**config.mk**
```make
export PLATFORM = sky130hd
export DESIGN_NAME = fir_sample_sequencer
export DESIGN_NICKNAME = d
export VERILOG_FILES = /design/src/rtl/fir_sample_sequencer.sv
export SDC_FILE = /design/constraint.sdc
export NUM_CORES = 1
export LEC_CHECK = 0
export ABC_CLOCK_PERIOD_IN_PS = 2400
export BUFFER_PORTS_ARGS = -buffer_cell sky130_fd_sc_hd__buf_2
export CAP_MARGIN = 20
export CORE_ASPECT_RATIO = 0.9
export CORE_MARGIN = 2
export CORE_UTILIZATION = 55
export CTS_BUF_LIST = sky130_fd_sc_hd__clkbuf_16
export CTS_CLUSTER_DIAMETER = 50
export CTS_CLUSTER_SIZE = 8
export DETAILED_ROUTE_END_ITERATION = 8
export GPL_ROUTABILITY_DRIVEN = 0
export HOLD_SLACK_MARGIN = 0.15
export PLACE_DENSITY = 0.79
export SYNTH_ARGS = -nofsm -noshare
export SYNTH_HDL_FRONTEND = slang
export SYNTH_SLANG_ARGS = --single-unit
```
**constraint.sdc**
```tcl
create_clock -name clk_in -period 2.4 [get_ports clk_in]
set_clock_uncertainty 0.15 [all_clocks]
set_input_delay 0.12 -clock clk_in [delete_from_list [all_inputs] [get_ports clk_in]]
set_output_delay 0.12 -clock clk_in [all_outputs]
set_load 0.01 [all_outputs]
```
**src/rtl/fir_sample_sequencer.sv**
```systemverilog
// fir_sample_sequencer: queues source samples and issues them to the serial FIR engine one per completion.
// Latency: issue 1 edge after the FIFO write (when idle); result valid 1 edge after the accepted fir_ready_in.
// Backpressure: FIFO_DEPTH-entry buffer; a push while full with no same-cycle pop is dropped and counted.
// Optional: define FIR_WATCHDOG_EN to abandon a sample left in WAIT for TIMEOUT cycles.

// Generic circular-buffer FIFO; the caller gates push/pop against full/empty.
module fir_seq_fifo #(
  parameter int WIDTH = 8,
  parameter int DEPTH = 4
) (
  input  logic             clk,
  input  logic             rst,
  input  logic             push,
  input  logic [WIDTH-1:0] wr_dat,
  input  logic             pop,
  output logic [WIDTH-1:0] head,
  output logic             empty,
  output logic             full
);
  localparam int AW = $clog2(DEPTH);

  logic [WIDTH-1:0] mem [DEPTH];
  logic [AW-1:0]    rd_ptr;
  logic [AW-1:0]    wr_ptr;
  logic [AW:0]      count;

  // storage write at the tail; never read while empty, so no reset is needed
  always_ff @(posedge clk) begin
    if (push) begin
      mem[wr_ptr] <= wr_dat;
    end
  end

  // pointers wrap on their own because DEPTH is a power of two; count tracks occupancy
  always_ff @(posedge clk or posedge rst) begin
    if (rst) begin
      rd_ptr <= '0;
      wr_ptr <= '0;
      count  <= '0;
    end else begin
      if (push) wr_ptr <= wr_ptr + AW'(1);
      if (pop)  rd_ptr <= rd_ptr + AW'(1);
      case ({push, pop})
        2'b10:   count <= count + (AW+1)'(1);
        2'b01:   count <= count - (AW+1)'(1);
        default: count <= count;
      endcase
    end
  end

  assign head  = mem[rd_ptr];
  assign empty = (count == '0);
  assign full  = (count == (AW+1)'(DEPTH));
endmodule

module fir_sample_sequencer #(
  parameter int WIDTH      = 8,
  parameter int FIFO_DEPTH = 4,
  parameter int TIMEOUT    = 64
) (
  input  logic             clk_in,
  input  logic             rst_in,
  input  logic [WIDTH-1:0] sample_in,
  input  logic             sample_valid_in,
  output logic             fifo_full_out,
  output logic [WIDTH-1:0] fir_audio_out,
  output logic             fir_valid_out,
  input  logic [WIDTH-1:0] fir_result_in,
  input  logic             fir_ready_in,
  output logic [WIDTH-1:0] audio_out,
  output logic             audio_valid_out,
  output logic             busy_out,
  output logic [15:0]      overflow_count_out,
  output logic             timeout_out
);
  typedef enum logic {
    S_IDLE = 1'b0,
    S_WAIT = 1'b1
  } state_t;

  state_t           state;
  state_t           state_next;
  logic             push;
  logic             pop;
  logic             drop;
  logic             complete;
  logic             expire;
  logic             wd_hit;
  logic [WIDTH-1:0] head;
  logic             empty;
  logic             full;

  // the pointer wrap needs a power-of-two depth; the watchdog must outlast the engine
  if (FIFO_DEPTH < 2 || (FIFO_DEPTH & (FIFO_DEPTH - 1)) != 0) begin : g_bad_depth
    $error("fir_sample_sequencer: FIFO_DEPTH must be a power of two >= 2");
  end
  if (TIMEOUT <= 34) begin : g_bad_timeout
    $error("fir_sample_sequencer: TIMEOUT must exceed the engine latency");
  end

  fir_seq_fifo #(
    .WIDTH (WIDTH),
    .DEPTH (FIFO_DEPTH)
  ) u_fifo (
    .clk    (clk_in),
    .rst    (rst_in),
    .push   (push),
    .wr_dat (sample_in),
    .pop    (pop),
    .head   (head),
    .empty  (empty),
    .full   (full)
  );

  // a full FIFO still accepts a sample on the cycle its head leaves
  assign push          = sample_valid_in && (!full || pop);
  assign drop          = sample_valid_in && full && !pop;
  assign fifo_full_out = full;
  assign busy_out      = (state == S_WAIT);

`ifdef FIR_WATCHDOG_EN
  localparam int WD_W = $clog2(TIMEOUT);
  logic [WD_W-1:0] wd_cnt;

  // watchdog restarts on every issue and advances while the engine is outstanding
  always_ff @(posedge clk_in or posedge rst_in) begin
    if (rst_in) begin
      wd_cnt <= '0;
    end else if (pop) begin
      wd_cnt <= '0;
    end else if (state == S_WAIT) begin
      wd_cnt <= wd_cnt + WD_W'(1);
    end
  end

  assign wd_hit = (state == S_WAIT) && (wd_cnt == WD_W'(TIMEOUT - 1));
`else
  assign wd_hit = 1'b0;
`endif

  // issue from IDLE when data is queued; leave WAIT on a fresh completion, else on watchdog expiry
  always_comb begin
    state_next = state;
    pop        = 1'b0;
    complete   = 1'b0;
    expire     = 1'b0;
    case (state)
      S_IDLE: begin
        if (!empty) begin
          pop        = 1'b1;
          state_next = S_WAIT;
        end
      end
      S_WAIT: begin
        // data_ready seen alongside our own valid pulse is left over from the previous sweep
        if (fir_ready_in && !fir_valid_out) begin
          complete   = 1'b1;
          state_next = S_IDLE;
        end else if (wd_hit) begin
          expire     = 1'b1;
          state_next = S_IDLE;
        end
      end
      default: state_next = S_IDLE;
    endcase
  end

  // state register
  always_ff @(posedge clk_in or posedge rst_in) begin
    if (rst_in) begin
      state <= S_IDLE;
    end else begin
      state <= state_next;
    end
  end

  // engine-facing issue register: one valid pulse per popped sample
  always_ff @(posedge clk_in or posedge rst_in) begin
    if (rst_in) begin
      fir_valid_out <= 1'b0;
      fir_audio_out <= '0;
    end else begin
      fir_valid_out <= pop;
      if (pop) begin
        fir_audio_out <= head;
      end
    end
  end

  // result capture, watchdog pulse and saturating drop counter
  always_ff @(posedge clk_in or posedge rst_in) begin
    if (rst_in) begin
      audio_valid_out    <= 1'b0;
      audio_out          <= '0;
      timeout_out        <= 1'b0;
      overflow_count_out <= '0;
    end else begin
      audio_valid_out <= complete;
      timeout_out     <= expire;
      if (complete) begin
        audio_out <= fir_result_in;
      end
      if (drop && overflow_count_out != 16'hFFFF) begin
        overflow_count_out <= overflow_count_out + 16'd1;
      end
    end
  end
endmodule

```
==> flow_summary_export.csv <==
group,metric,value,unit
routing,routed-via-count,1959,
logic_synthesis,ys_ff_latch,74,
critical_path,crit_chain,"nand4_2, or4_4, or4_4, xnor2_2",
timing,period_share,89.26,%
critical_path,critPathMaxFanout,7,
critical_path,reg2reg_depth,4,
logic_synthesis,synth_nets,243,
die,dieArea,6190,um2
cts,cts_resized,0,
critical_path,crit_top_cell,"or4_4",
die,coreArea,5318,um2
layout,final_util,73.86,%
logic_synthesis,postSynthAreaPerCell,14.20,um2
die,die_w,82.71,um
grt,grt_pass1_wl,9108,um
routing,dr.first_iter.drc_count,90,
timing,drv_slew,0,
power,leakage,0.001797,uW
logic_synthesis,yosysWarnings,0,
cts,cts_made_buffers,9,
layout,syn2layout_area_growth,28.07,%
cts,clk_latency,0.33,ns
power,ir_worst_vdd,0.6676,mV
critical_path,crit_path_start_kind,"register",
routing,routed_wl,5779,um
critical_path,worst_path_largest_cell_delay,0.54,ns
layout,drive_above_1_share,31.37,%
hold_path,hold_depth,4,
routing,avgViaCountPerCell,5.252,
layout,n_antenna_cell,0,
grt,track_usage,20.38,%
routing,dr_wl_met2,2900,um
cts,ctsRootBufferMaster,"clkbuf_16",
logic_synthesis,mappedNetlistArea,3067,um2
routing,drt-met1-wl,2575,um
routing,routed.top_layer,"met4",
placement,dp.final_hpwl,3758,um
hold_path,hold_path.class,"in2reg",
critical_path,required,2.45,ns
critical_path,cp_slowest_cell,"or4_4",
logic_synthesis,synthArstFlopShare,56.76,%
logic_synthesis,synth_flop_cell,"dfrtp_1",
grt,grt.overflow.total,0,
critical_path,crit_arrival,2.19,ns
cts,cts_htree_levels,3,
grt,grt_max_degree,25,
die,rows,25,
critical_path,end_kind,"register",
timing,relSlewSlack,39.84,%
power,powerDensity,1136,nW/um2
logic_synthesis,synthCells,216,
job,cap_violations,0,
grt,grt_pass1_vias,1876,
routing,postRouteAntennaNets,0,
logic_synthesis,synth-edff-count,32,
routing,wl_per_cell,15.49,um
timing,hold_viol,0,
logic_synthesis,seq_area_frac_synth,65.61,%
cts,path_clk_slew,0.05,ns
timing,worst_pin_slew,0.9014,ns
layout,nFillCells,349,
routing,drc_errors,0,
layout,nets,328,
timing,setup_viol,0,
logic_synthesis,yosys.cell_types.count,37,
timing,grt_setup_unrepaired,"false",
placement,port_buffers,55,
die,initial_core_util,57.67,%
critical_path,critPathKind,"reg2reg",
routing,route.met3.wl,250,um
cts,clockBufferDepth,2,
die,num_io_pins,57,
routing,firstDrtPassIters,4,
timing,max_freq,0.4668,GHz
timing,period_minus_slack,2.142,ns
die,die_h,74.84,um
timing,final.setup.tns,0,ns
grt,antenna_found_initial,0,
status,outcome,"finished clean",
cts,tritoncts,"yes",
cts,clock-sinks,74,
## path summary, 6_finish.rpt
check	from	endpoint	slack, ns
max in group asynchronous	rst_in	audio_out[0]	1.00
setup / recovery	overflow_count_out[2]	overflow_count_out[15]	0.26
hold / removal	fir_ready_in	audio_out[5]	0.20
setup reg to reg	overflow_count_out[2]	overflow_count_out[15]	0.26
min in group asynchronous	rst_in	overflow_count_out[12]	0.38
hold reg to reg	audio_out[4]	audio_out[4]	0.32
## per-layer routing
metal  vias up  GRT usage (%)
met3         6          5.875
met2        48          32.89
met5         -              0
li1        937              -
met1       968          27.12
met4         0          6.557
## logic make-up after synthesis
kind of cell | Yosys count | synth area share (%)
AOI/OAI and AO/OA | 3 | 0.6117
xor gates and xnor gates | 19 | 5.671
adders and majority gates | 7 | 3.101
buffers and inverters | 16 | 2.122
DFF | 74 | 65.61
muxes | 19 | 9.874
other | 1 | 0.1223
and+or+nand+nor | 77 | 12.89
## cell usage after synthesis (2+ instances only)
cell / count / area (um2)
nand3_1: 6 / 30.03
nand2_1: 35 / 131.4
dfrtp_1: 42 / 1051
inv_1: 10 / 37.54
nor3_1: 7 / 35.03
or4_4: 2 / 22.52
edfxtp_1: 32 / 960.9
nand4_1: 3 / 18.77
ha_1: 6 / 75.07
and2_1: 4 / 25.02
mux2_1: 2 / 22.52
nor4_1: 5 / 31.28
xor2_1: 13 / 113.9
mux4_2: 8 / 180.2
mux2_2: 8 / 90.09
xnor2_1: 5 / 43.79
clkbuf_1: 2 / 7.510
nor2_1: 7 / 26.28
## power by group
| part | switching, uW | internal [uW] | total (uW) |
|---|---|---|---|
| registers | 223 | 1700 | 1920 |
| logic | 640 | 620 | 1260 |
| clock network | 470 | 813 | 1280 |
| total | 1330 | 3130 | 4460 |
## state kept, by name (all words and copies together) (netlist names)
| name | flops |
|---|---|
| busy_out | 1 |
| audio_valid_out | 1 |
| u_fifo.wr_ptr | 2 |
| u_fifo.rd_ptr | 2 |
| u_fifo.mem | 32 |
| u_fifo.count | 3 |
| audio_out | 8 |
| overflow_count_out | 16 |
| fir_audio_out | 8 |
| fir_valid_out | 1 |
## placed cells by master, fill, tap and decap left out, drive strengths merged, types with 8 or more instances in the layout
cell type    count
buf             61
dfrtp           42
nand2           35
edfxtp          32
dlygate4sd3     18
xor2            13
inv             11
clkbuf          11
mux2            10
mux4             8
## worst max-delay path: cells and delay by family (launching register included)
kind	cells	cell delay (ns)
xor gates and xnor gates	1	0.15
DFF	1	0.47
and+or+nand+nor	3	1.24
## per-stage QoR
stage | hold WS (ns) | total power, uW | cells | setup slack [ns] | cell area [um2]
2_1_floorplan | 0.06887 | 2746 | 216 | 0.1916 | 3067
6_report | 0.2022 | 4462 | 373 | 0.2577 | 3928
3_3_place_gp | 0.1632 | 3126 | 339 | 0.3495 | 3447
5_1_grt | 0.2295 | 4741 | 373 | 0.1007 | 3928
3_5_place_dp | 0.1685 | 3184 | 339 | 0.2685 | 3447
4_1_cts | 0.1908 | 4512 | 373 | 0.2648 | 3928
## timing repair
item,CTS,global route
setup buffers,0,0
hold buffers,18,0
endpoints found under the hold margin,65,0
## cell type report
class                           count  area, um2  share of cell area, %
Clock buffer                       11      275.3                  7.009
Clock inverter                      5      25.02                 0.6371
Inverter                           11      41.29                  1.051
Multi-Input combinational cell    126      989.7                  25.20
Sequential cell                    74       2012                  51.23
Tap cell                           67      83.83                  2.134
Timing Repair Buffer               79      500.5                  12.74
No activity file was read; power rests on OpenSTA's default activity.
